**src/rtl/pcie_egress_drain.sv**
```systemverilog
`default_nettype none
// +----------------------------------------------------------------------------+
// | Module      : pcie_egress_drain                                            |
// | Description : Drains the two transaction-layer destination FIFOs (D0/D1)   |
// |               with a round-robin arbiter. Words go into a 2-entry skid     |
// |               buffer and leave on one valid/ready egress stream tagged     |
// |               with their source FIFO. Optional per-source delivery         |
// |               counters.                                                    |
// | Options     : EGRESS_STATS_EN - when defined, cnt_D0/cnt_D1 count the      |
// |               delivered words; when undefined both are tied to zero.       |
// | Ports       : clk, reset (sync, active-high), init (flush pulse)           |
// |               empty_D0/1, data_out0/1   - FIFO status and read data        |
// |               pop_D0/1                  - registered FIFO pop requests     |
// |               egress_data/src/valid/ready - egress stream                  |
// |               idle_out, active_out      - FSM state flags                  |
// |               cnt_D0, cnt_D1            - delivered-word counters          |
// | Revision    : 1.0 - initial release                                        |
// +----------------------------------------------------------------------------+
module pcie_egress_drain #(
    parameter int DW    = 6,
    parameter int CNT_W = 8
) (
    input  logic             clk,
    input  logic             reset,
    input  logic             init,
    input  logic             empty_D0,
    input  logic             empty_D1,
    input  logic [DW-1:0]    data_out0,
    input  logic [DW-1:0]    data_out1,
    output logic             pop_D0,
    output logic             pop_D1,
    output logic [DW-1:0]    egress_data,
    output logic             egress_src,
    output logic             egress_valid,
    input  logic             egress_ready,
    output logic             idle_out,
    output logic             active_out,
    output logic [CNT_W-1:0] cnt_D0,
    output logic [CNT_W-1:0] cnt_D1
);

    typedef enum logic [0:0] {
        ST_IDLE   = 1'b0,
        ST_ACTIVE = 1'b1
    } state_t;

    state_t      state_q, state_d;
    logic        idle_q, idle_d;
    logic        active_q, active_d;
    logic        pop0_q, pop0_d;
    logic        pop1_q, pop1_d;
    logic        cap_q, cap_d;           // read data is on data_outX this cycle
    logic        cap_src_q, cap_src_d;   // which FIFO that data belongs to
    logic        inflight_q, inflight_d; // a read is issued but not yet written
    logic        rr_last_q, rr_last_d;
    logic [DW:0] ent0_q, ent0_d;         // buffer entries hold {src, word}
    logic [DW:0] ent1_q, ent1_d;
    logic        head_q, head_d;
    logic        tail_q, tail_d;
    logic [1:0]  occ_q, occ_d;

    logic        w_deq;
    logic [2:0]  w_need;
    logic        w_room;
    logic        w_can_pop;
    logic        w_grant0;
    logic        w_grant1;
    logic [DW:0] w_head;
    logic [DW:0] w_cap_word;

    assign w_head     = head_q ? ent1_q : ent0_q;
    assign w_deq      = (occ_q != 2'd0) && egress_ready;
    assign w_need     = {1'b0, occ_q} + {2'b00, inflight_q} - {2'b00, w_deq};
    assign w_room     = (w_need < 3'd2);
    // The inflight flag is a single bit, so no new grant while a pop is on the
    // bus: the pop cycle and the capture cycle would otherwise both be
    // outstanding. Grants are allowed again in the capture cycle.
    assign w_can_pop  = (state_q == ST_ACTIVE) && !pop0_q && !pop1_q && w_room;
    assign w_grant0   = w_can_pop && !empty_D0 && (empty_D1 || rr_last_q);
    assign w_grant1   = w_can_pop && !empty_D1 && (empty_D0 || !rr_last_q);
    assign w_cap_word = cap_src_q ? {1'b1, data_out1} : {1'b0, data_out0};

    always_comb begin
        state_d    = state_q;
        pop0_d     = 1'b0;
        pop1_d     = 1'b0;
        cap_d      = pop0_q | pop1_q;
        cap_src_d  = pop1_q;
        inflight_d = inflight_q;
        rr_last_d  = rr_last_q;
        ent0_d     = ent0_q;
        ent1_d     = ent1_q;
        head_d     = head_q;
        tail_d     = tail_q;

        if (cap_q) begin
            if (tail_q) begin
                ent1_d = w_cap_word;
            end else begin
                ent0_d = w_cap_word;
            end
            tail_d     = ~tail_q;
            inflight_d = 1'b0;
        end
        if (w_deq) begin
            head_d = ~head_q;
        end
        occ_d = occ_q + {1'b0, cap_q} - {1'b0, w_deq};

        if (w_grant0 || w_grant1) begin
            pop0_d     = w_grant0;
            pop1_d     = w_grant1;
            inflight_d = 1'b1;
            rr_last_d  = w_grant1;
        end

        case (state_q)
            ST_IDLE: begin
                if (!empty_D0 || !empty_D1 || (occ_q != 2'd0)) begin
                    state_d = ST_ACTIVE;
                end
            end
            ST_ACTIVE: begin
                if (empty_D0 && empty_D1 && (occ_q == 2'd0) && !inflight_q) begin
                    state_d = ST_IDLE;
                end
            end
            default: state_d = ST_IDLE;
        endcase

        // Flush: drop buffered words, the returning read and any pending pop.
        if (init) begin
            state_d    = ST_IDLE;
            pop0_d     = 1'b0;
            pop1_d     = 1'b0;
            cap_d      = 1'b0;
            cap_src_d  = 1'b0;
            inflight_d = 1'b0;
            ent0_d     = '0;
            ent1_d     = '0;
            head_d     = 1'b0;
            tail_d     = 1'b0;
            occ_d      = 2'd0;
        end

        idle_d   = (state_d == ST_IDLE);
        active_d = (state_d == ST_ACTIVE);
    end

    always_ff @(posedge clk) begin
        if (reset) begin
            state_q    <= ST_IDLE;
            idle_q     <= 1'b1;
            active_q   <= 1'b0;
            pop0_q     <= 1'b0;
            pop1_q     <= 1'b0;
            cap_q      <= 1'b0;
            cap_src_q  <= 1'b0;
            inflight_q <= 1'b0;
            rr_last_q  <= 1'b1;  // D0 wins the first tie
            ent0_q     <= '0;
            ent1_q     <= '0;
            head_q     <= 1'b0;
            tail_q     <= 1'b0;
            occ_q      <= 2'd0;
        end else begin
            state_q    <= state_d;
            idle_q     <= idle_d;
            active_q   <= active_d;
            pop0_q     <= pop0_d;
            pop1_q     <= pop1_d;
            cap_q      <= cap_d;
            cap_src_q  <= cap_src_d;
            inflight_q <= inflight_d;
            rr_last_q  <= rr_last_d;
            ent0_q     <= ent0_d;
            ent1_q     <= ent1_d;
            head_q     <= head_d;
            tail_q     <= tail_d;
            occ_q      <= occ_d;
        end
    end

    assign pop_D0       = pop0_q;
    assign pop_D1       = pop1_q;
    assign egress_data  = w_head[DW-1:0];
    assign egress_src   = w_head[DW];
    assign egress_valid = (occ_q != 2'd0);
    assign idle_out     = idle_q;
    assign active_out   = active_q;

`ifdef EGRESS_STATS_EN
    logic [CNT_W-1:0] cnt0_q, cnt0_d;
    logic [CNT_W-1:0] cnt1_q, cnt1_d;

    always_comb begin
        cnt0_d = cnt0_q;
        cnt1_d = cnt1_q;
        if (init) begin
            cnt0_d = '0;
            cnt1_d = '0;
        end else if (w_deq) begin
            if (w_head[DW]) begin
                cnt1_d = cnt1_q + CNT_W'(1);
            end else begin
                cnt0_d = cnt0_q + CNT_W'(1);
            end
        end
    end

    always_ff @(posedge clk) begin
        if (reset) begin
            cnt0_q <= '0;
            cnt1_q <= '0;
        end else begin
            cnt0_q <= cnt0_d;
            cnt1_q <= cnt1_d;
        end
    end

    assign cnt_D0 = cnt0_q;
    assign cnt_D1 = cnt1_q;
`else
    assign cnt_D0 = '0;
    assign cnt_D1 = '0;
`endif

endmodule
`default_nettype wire
```
**config.mk**
```make
export PLATFORM = sky130hd
export DESIGN_NAME = pcie_egress_drain
export DESIGN_NICKNAME = d
export VERILOG_FILES = /design/src/rtl/pcie_egress_drain.sv
export SDC_FILE = /design/constraint.sdc
export NUM_CORES = 1
export LEC_CHECK = 0
export CAP_MARGIN = 20
export CORE_ASPECT_RATIO = 1.1
export CORE_MARGIN = 3
export CORE_UTILIZATION = 40
export DETAILED_ROUTE_END_ITERATION = 16
export PLACE_DENSITY = 0.73
export SLEW_MARGIN = 20
export SYNTH_ARGS = -nofsm -noshare
export SYNTH_HDL_FRONTEND = slang
export SYNTH_SLANG_ARGS = --single-unit
```
**constraint.sdc**
```tcl
create_clock -name clk -period 5.7 [get_ports clk]
set_clock_uncertainty 0.1 [all_clocks]
set_input_delay 0.855 -clock clk [delete_from_list [all_inputs] [get_ports clk]]
set_output_delay 0.855 -clock clk [all_outputs]
set_load 0.02 [all_outputs]
```
==> Word-level counts from Yosys, hierarchy flattened <==
Cells that the tools add are included.
{ "word_totals": {"wordCells": 61, "out_inout_bits": 28, "reg_bits": 26} }
{ "classes": {"n_addsub": 4, "bitwise_logic": 6, "n_reduce_logical": 29, "n_mux": 8, "n_lt_le_gt_ge": 1} }
{ "ops": {"columns": ["operator", "count"], "rows": [
  ["7-bit two-way mux", 2],
  ["1-bit logical AND", 11],
  ["1-bit zero test", 6],
  ["1-bit logical OR", 5],
  ["1-bit two-way mux", 5],
  ["1-bit NOT", 5],
  ["2-bit AND reduction", 2],
  ["2-bit nonzero test", 2],
  ["2-bit by 1-bit adder with 3-bit output", 1],
  ["3-bit by 2-bit < comparator with 1-bit output, second input constant", 1],
  ["3-bit OR reduction", 1],
  ["3-bit by 1-bit subtractor with 3-bit output", 1],
  ["2-bit by 1-bit adder with 2-bit output", 1],
  ["2-bit zero test", 1],
  ["1-bit case mux with 2 select lines", 1],
  ["2-bit OR reduction", 1],
  ["2-bit by 1-bit subtractor with 2-bit output", 1],
  ["1-bit bitwise OR", 1]
]} }

==> Depth between registers and ports, before layout <==
{ "logic_depth": {"depth_word": 10, "depth_mapped": 9, "mapped_depth_nobuf": 9} }

==> Worst setup path before layout <==
OpenSTA, ideal clock, no wires.
{ "synth_path": {"path_type": "input port to flip-flop", "start": "in egress_ready", "end": "reg rr_last_q", "n_path_buf": 0, "required_ps": 5478, "t_arrival_ps": 2502, "cell_stages": 9, "setup_slack_ps": 2976, "path_cell_list": "o21ai_0 > inv_1 > ha_1 > inv_1 > nand2_1 > fa_1 > and4bb_2 > a31oi_1 > a311o_1"} }
{ "synth_via": {"elab_chain_cells": 7, "word_cells_on_any_way": 9, "cone_classes": "1 x add/sub; 1 x order compare; 7 x reduce/logical"} }
{ "synth_rtl": {"columns": ["item", "line", "text"], "rows": [
  ["start, declared", "35", "input logic egress_ready,"],
  ["1-bit logical AND (*)", "72", "assign w_deq = (occ_q != 2'd0) && egress_ready;"],
  ["via w_deq", "62", "logic w_deq;"],
  ["3-bit by 1-bit subtractor with 3-bit output (*)", "73", "assign w_need = {1'b0, occ_q} + {2'b00, inflight_q} - {2'b00, w_deq};"],
  ["3-bit by 2-bit < comparator with 1-bit output (*)", "74", "assign w_room = (w_need < 3'd2);"],
  ["1-bit logical AND (*)", "78", "assign w_can_pop = (state_q == ST_ACTIVE) && !pop0_q && !pop1_q && w_room;"],
  ["1-bit logical AND, on equally long branches (2 in a row)", "79, 80", null],
  ["1-bit logical OR", "110", "if (w_grant0 || w_grant1) begin"],
  ["end signal, assigned", "175", "rr_last_q <= rr_last_d;"],
  ["end, declared", "55", "logic rr_last_q, rr_last_d;"]
]} }
Mark *: on every way through the listed nets, which the timed path passes. The rest lies on a longest branch.
A chain may end at the register's enable or synchronous reset.

==> Worst setup path after layout <==
Same ends and word-level chain as after synthesis.

==> run summary <==
run status -> complete, no violations
clock slew at reported path FFs -> 130 ps
cts bufs inserted -> 3
number of vias per cell after detailed routing -> 4.89
number of cells on the worst hold path -> 2
number of antenna violations at the first check in global routing -> 0
count of mapped cells out of synthesis -> 136
Sequential Power Share -> 0.594
max-slew violations -> 0
cell taking the most area after synthesis -> sky130_fd_sc_hd__dfxtp_1
detailed router's first-iteration violation count -> 10
switching power share of the total -> 0.235
clock tree from TritonCTS -> done
Tot GR Track Use -> 0.140
Final Cycle Share -> 0.514
count of cells resized by post-cts repair -> 0
drt pass-1 iters -> 5
area enclosed by the die boundary -> 3880 um2
max-cap viol count -> 0
design internal power -> 0.238 mW
CTS H-Tree Depth -> 1
Area growth, synth to finish -> 20.9%
DRC violation count after routing -> 0
slew margin rel. -> 0.449
antenna violation net count after detailed routing -> 0
Max clock buf depth -> 2
power per cell area -> 203 nW/um2
Worst EP arrival -> 3040 ps
synthesized area per cell -> 9.33 um2
critical path peak fanout -> 4
hold bufs inserted after CTS -> 0
FMAX -> 341 MHz
fraction of synthesized cell area taken by the top area cell type -> 0.410
width of the die -> 59.7 um
ranking of synthesized cells by area -> sky130_fd_sc_hd__dfxtp_1 41%, sky130_fd_sc_hd__buf_4 11%, sky130_fd_sc_hd__a211oi_1 7.1%, sky130_fd_sc_hd__nor2_1 6.8%, sky130_fd_sc_hd__mux2i_1 6.3%
Clk Latency, worst-skew pair -> 310 ps
initial cell density of the core -> 0.437
final estimated routing congestion in global placement -> 0.750
number of setup violations in the final report -> 0
net switching power of the design -> 0.0733 mW
most used cells in the layout excluding fill and tap cells -> 29 x sky130_fd_sc_hd__clkdlybuf4s50_1, 26 x sky130_fd_sc_hd__dfxtp_1, 23 x sky130_fd_sc_hd__nor2_1
Register-to-Register Path Depth -> 9
mean routed wirelength per cell -> 12.7 um
Ant. Diodes -> 0
Congestion Overflow GR -> 0
class of the tightest hold or removal check -> reg2reg
cell row count -> 20
slack of the critical path -> 2770 ps
leakage power of the design -> 0.582 nW
most common cell after layout, fill and taps aside -> sky130_fd_sc_hd__clkdlybuf4s50_1
Total Neg Setup Slack -> 0 ps
part of the power in the clock network -> 0.291
vias in the first global route -> 932
worst endpoint required time -> 5810 ps
category of the worst setup path launch point -> input port
Comb power frac -> 0.115
detailed-route wire length -> 2.46 mm
proportion of synthesized chip area in sequential cells -> 0.410
final hold slack -> 379 ps
Final min period -> 2930 ps
pin count of the biggest net entering global routing -> 25
number of warning messages in the yosys log -> 0
dpl ws -> 2450 ps
startpoint-to-endpoint class of the critical path -> in2reg
total number of clock tree sinks -> 26
Synth cell types -> 28
post-detailed-placement half-perimeter wirelength -> 1.86 mm
count of final hold-check violations -> 0
critical path capture point type -> flop
maximum vdd ir drop -> 0.000107 V
cell at the root of the clock tree -> sky130_fd_sc_hd__clkbuf_4
number of setup buffers added after CTS -> 0
unrepaired setup endpoints after global routing -> no
number of synthesized register bits -> 26
cell area after technology mapping -> 1270 um2
DP Area -> 1500 um2
area of the placeable core -> 2900 um2
die boundary height -> 65.1 um
number of buffer cells added on primary ports -> 29
proportion of layout cells with a drive suffix above 1 -> 0.0807
I/O pin total -> 46
slew at the pin with the worst max-slew slack -> 826 ps
wire length of the first global-routing pass -> 4.18 mm
Post-layout nets -> 184
routed via count -> 949
final instance area -> 1530 um2
[final cells by class]
| class | instances | area [um2] |
|---|---|---|
| Clock buffer | 4 | 36.3 |
| Fill cell | 275 | 1370 |
| Inverter | 11 | 41.3 |
| Multi-Input combinational cell | 91 | 604 |
| Sequential cell | 26 | 520 |
| Tap cell | 33 | 41.3 |
| Timing Repair Buffer | 29 | 290 |
[worst paths after layout]
kind | start | endpoint | slack (ps)
worst max-delay path | egress_ready | rr_last_q$_SDFFE_PP1P_ | 2770
worst max register to register | occ_q[1]$_SDFF_PP0_ | rr_last_q$_SDFFE_PP1P_ | 3150
worst min-delay path | pop_D1$_SDFF_PP0_ | cap_src_q$_SDFF_PP0_ | 380
worst min register to register | pop_D1$_SDFF_PP0_ | cap_src_q$_SDFF_PP0_ | 380
[routing by layer]
| metal | GRT usage | vias up | routed length, um |
|---|---|---|---|
| met1 | 0.173 | 441 | 977 |
| li1 | - | 471 | - |
| met4 | 0.0526 | 0 | 10 |
| met3 | 0.0339 | 2 | 219 |
| met2 | 0.230 | 35 | 1260 |
| met5 | 0 | - | 0 |
[critical path, cell delays in order]
cell and delay, ps:
sky130_fd_sc_hd__clkdlybuf4s50_1 390, sky130_fd_sc_hd__o21ai_0 120, sky130_fd_sc_hd__inv_1 80, sky130_fd_sc_hd__ha_1 280
sky130_fd_sc_hd__inv_1 70, sky130_fd_sc_hd__nand2_1 60, sky130_fd_sc_hd__fa_1 480, sky130_fd_sc_hd__and4bb_2 260
sky130_fd_sc_hd__a31oi_1 100, sky130_fd_sc_hd__a311o_1 330
[cells by family (layout without fill, tap and decap cells)]
| logic type | after synthesis | after routing | synth area share |
|---|---|---|---|
| mux | 15 | 15 | 0.125 |
| other cells | 1 | 16 | 0.00296 |
| buf+inv | 34 | 44 | 0.158 |
| compound gates | 18 | 18 | 0.111 |
| simple gates | 34 | 34 | 0.119 |
| fa+ha+maj | 4 | 4 | 0.0454 |
| flops | 26 | 26 | 0.410 |
| xor+xnor | 4 | 4 | 0.0276 |
[state kept, by name (all words and copies together), names as in the netlist]
| register | flops |
|---|---|
| pop_D0 | 1 |
| tail_q | 1 |
| head_q | 1 |
| ent0_q | 7 |
| active_out | 1 |
| rr_last_q | 1 |
| cap_q | 1 |
| inflight_q | 1 |
| idle_out | 1 |
| pop_D1 | 1 |
| occ_q | 2 |
| cap_src_q | 1 |
| ent1_q | 7 |
[per-stage QoR]
| step | total power [mW] | util | cells |
|---|---|---|---|
| floorplan | 0.217 | - | 151 |
| global placement | 0.224 | 0.516 | 190 |
| detailed placement | 0.224 | 0.516 | 190 |
| CTS | 0.315 | 0.528 | 194 |
| global route | 0.329 | 0.528 | 194 |
| finish | 0.311 | 0.528 | 194 |
[Yosys cell counts]
| master | n |
|---|---|
| sky130_fd_sc_hd__or2_1 | 1 |
| sky130_fd_sc_hd__a21oi_1 | 1 |
| sky130_fd_sc_hd__clkbuf_1 | 1 |
| sky130_fd_sc_hd__fa_1 | 1 |
| sky130_fd_sc_hd__nand2b_1 | 1 |
| sky130_fd_sc_hd__buf_4 | 18 |
| sky130_fd_sc_hd__nand3_1 | 1 |
| sky130_fd_sc_hd__mux2_2 | 7 |
| sky130_fd_sc_hd__and2b_1 | 1 |
| sky130_fd_sc_hd__a311o_1 | 1 |
| sky130_fd_sc_hd__conb_1 | 1 |
| sky130_fd_sc_hd__mux2i_1 | 8 |
| sky130_fd_sc_hd__a2111oi_2 | 1 |
| sky130_fd_sc_hd__dfxtp_1 | 26 |
| sky130_fd_sc_hd__nor4_1 | 1 |
| sky130_fd_sc_hd__inv_1 | 11 |
| sky130_fd_sc_hd__xor2_1 | 1 |
| sky130_fd_sc_hd__a211oi_1 | 12 |
| sky130_fd_sc_hd__and2_1 | 1 |
| sky130_fd_sc_hd__nand2_1 | 4 |
| sky130_fd_sc_hd__nor2_1 | 23 |
| sky130_fd_sc_hd__o21ai_0 | 1 |
| sky130_fd_sc_hd__a41o_1 | 1 |
| sky130_fd_sc_hd__xnor2_1 | 3 |
| sky130_fd_sc_hd__ha_1 | 3 |
| sky130_fd_sc_hd__and4bb_2 | 1 |
| sky130_fd_sc_hd__a31oi_1 | 1 |
| sky130_fd_sc_hd__buf_2 | 4 |
[power groups by stage]
stage               sequential [mW]  clock [mW]  combinational (mW)
floorplan                     0.190           0              0.0271
global placement              0.189           0              0.0348
detailed placement            0.189           0              0.0354
CTS                           0.185      0.0946              0.0356
global route                  0.185       0.105              0.0383
finish                        0.185      0.0906              0.0358
Power figures use the tool's default switching activity.
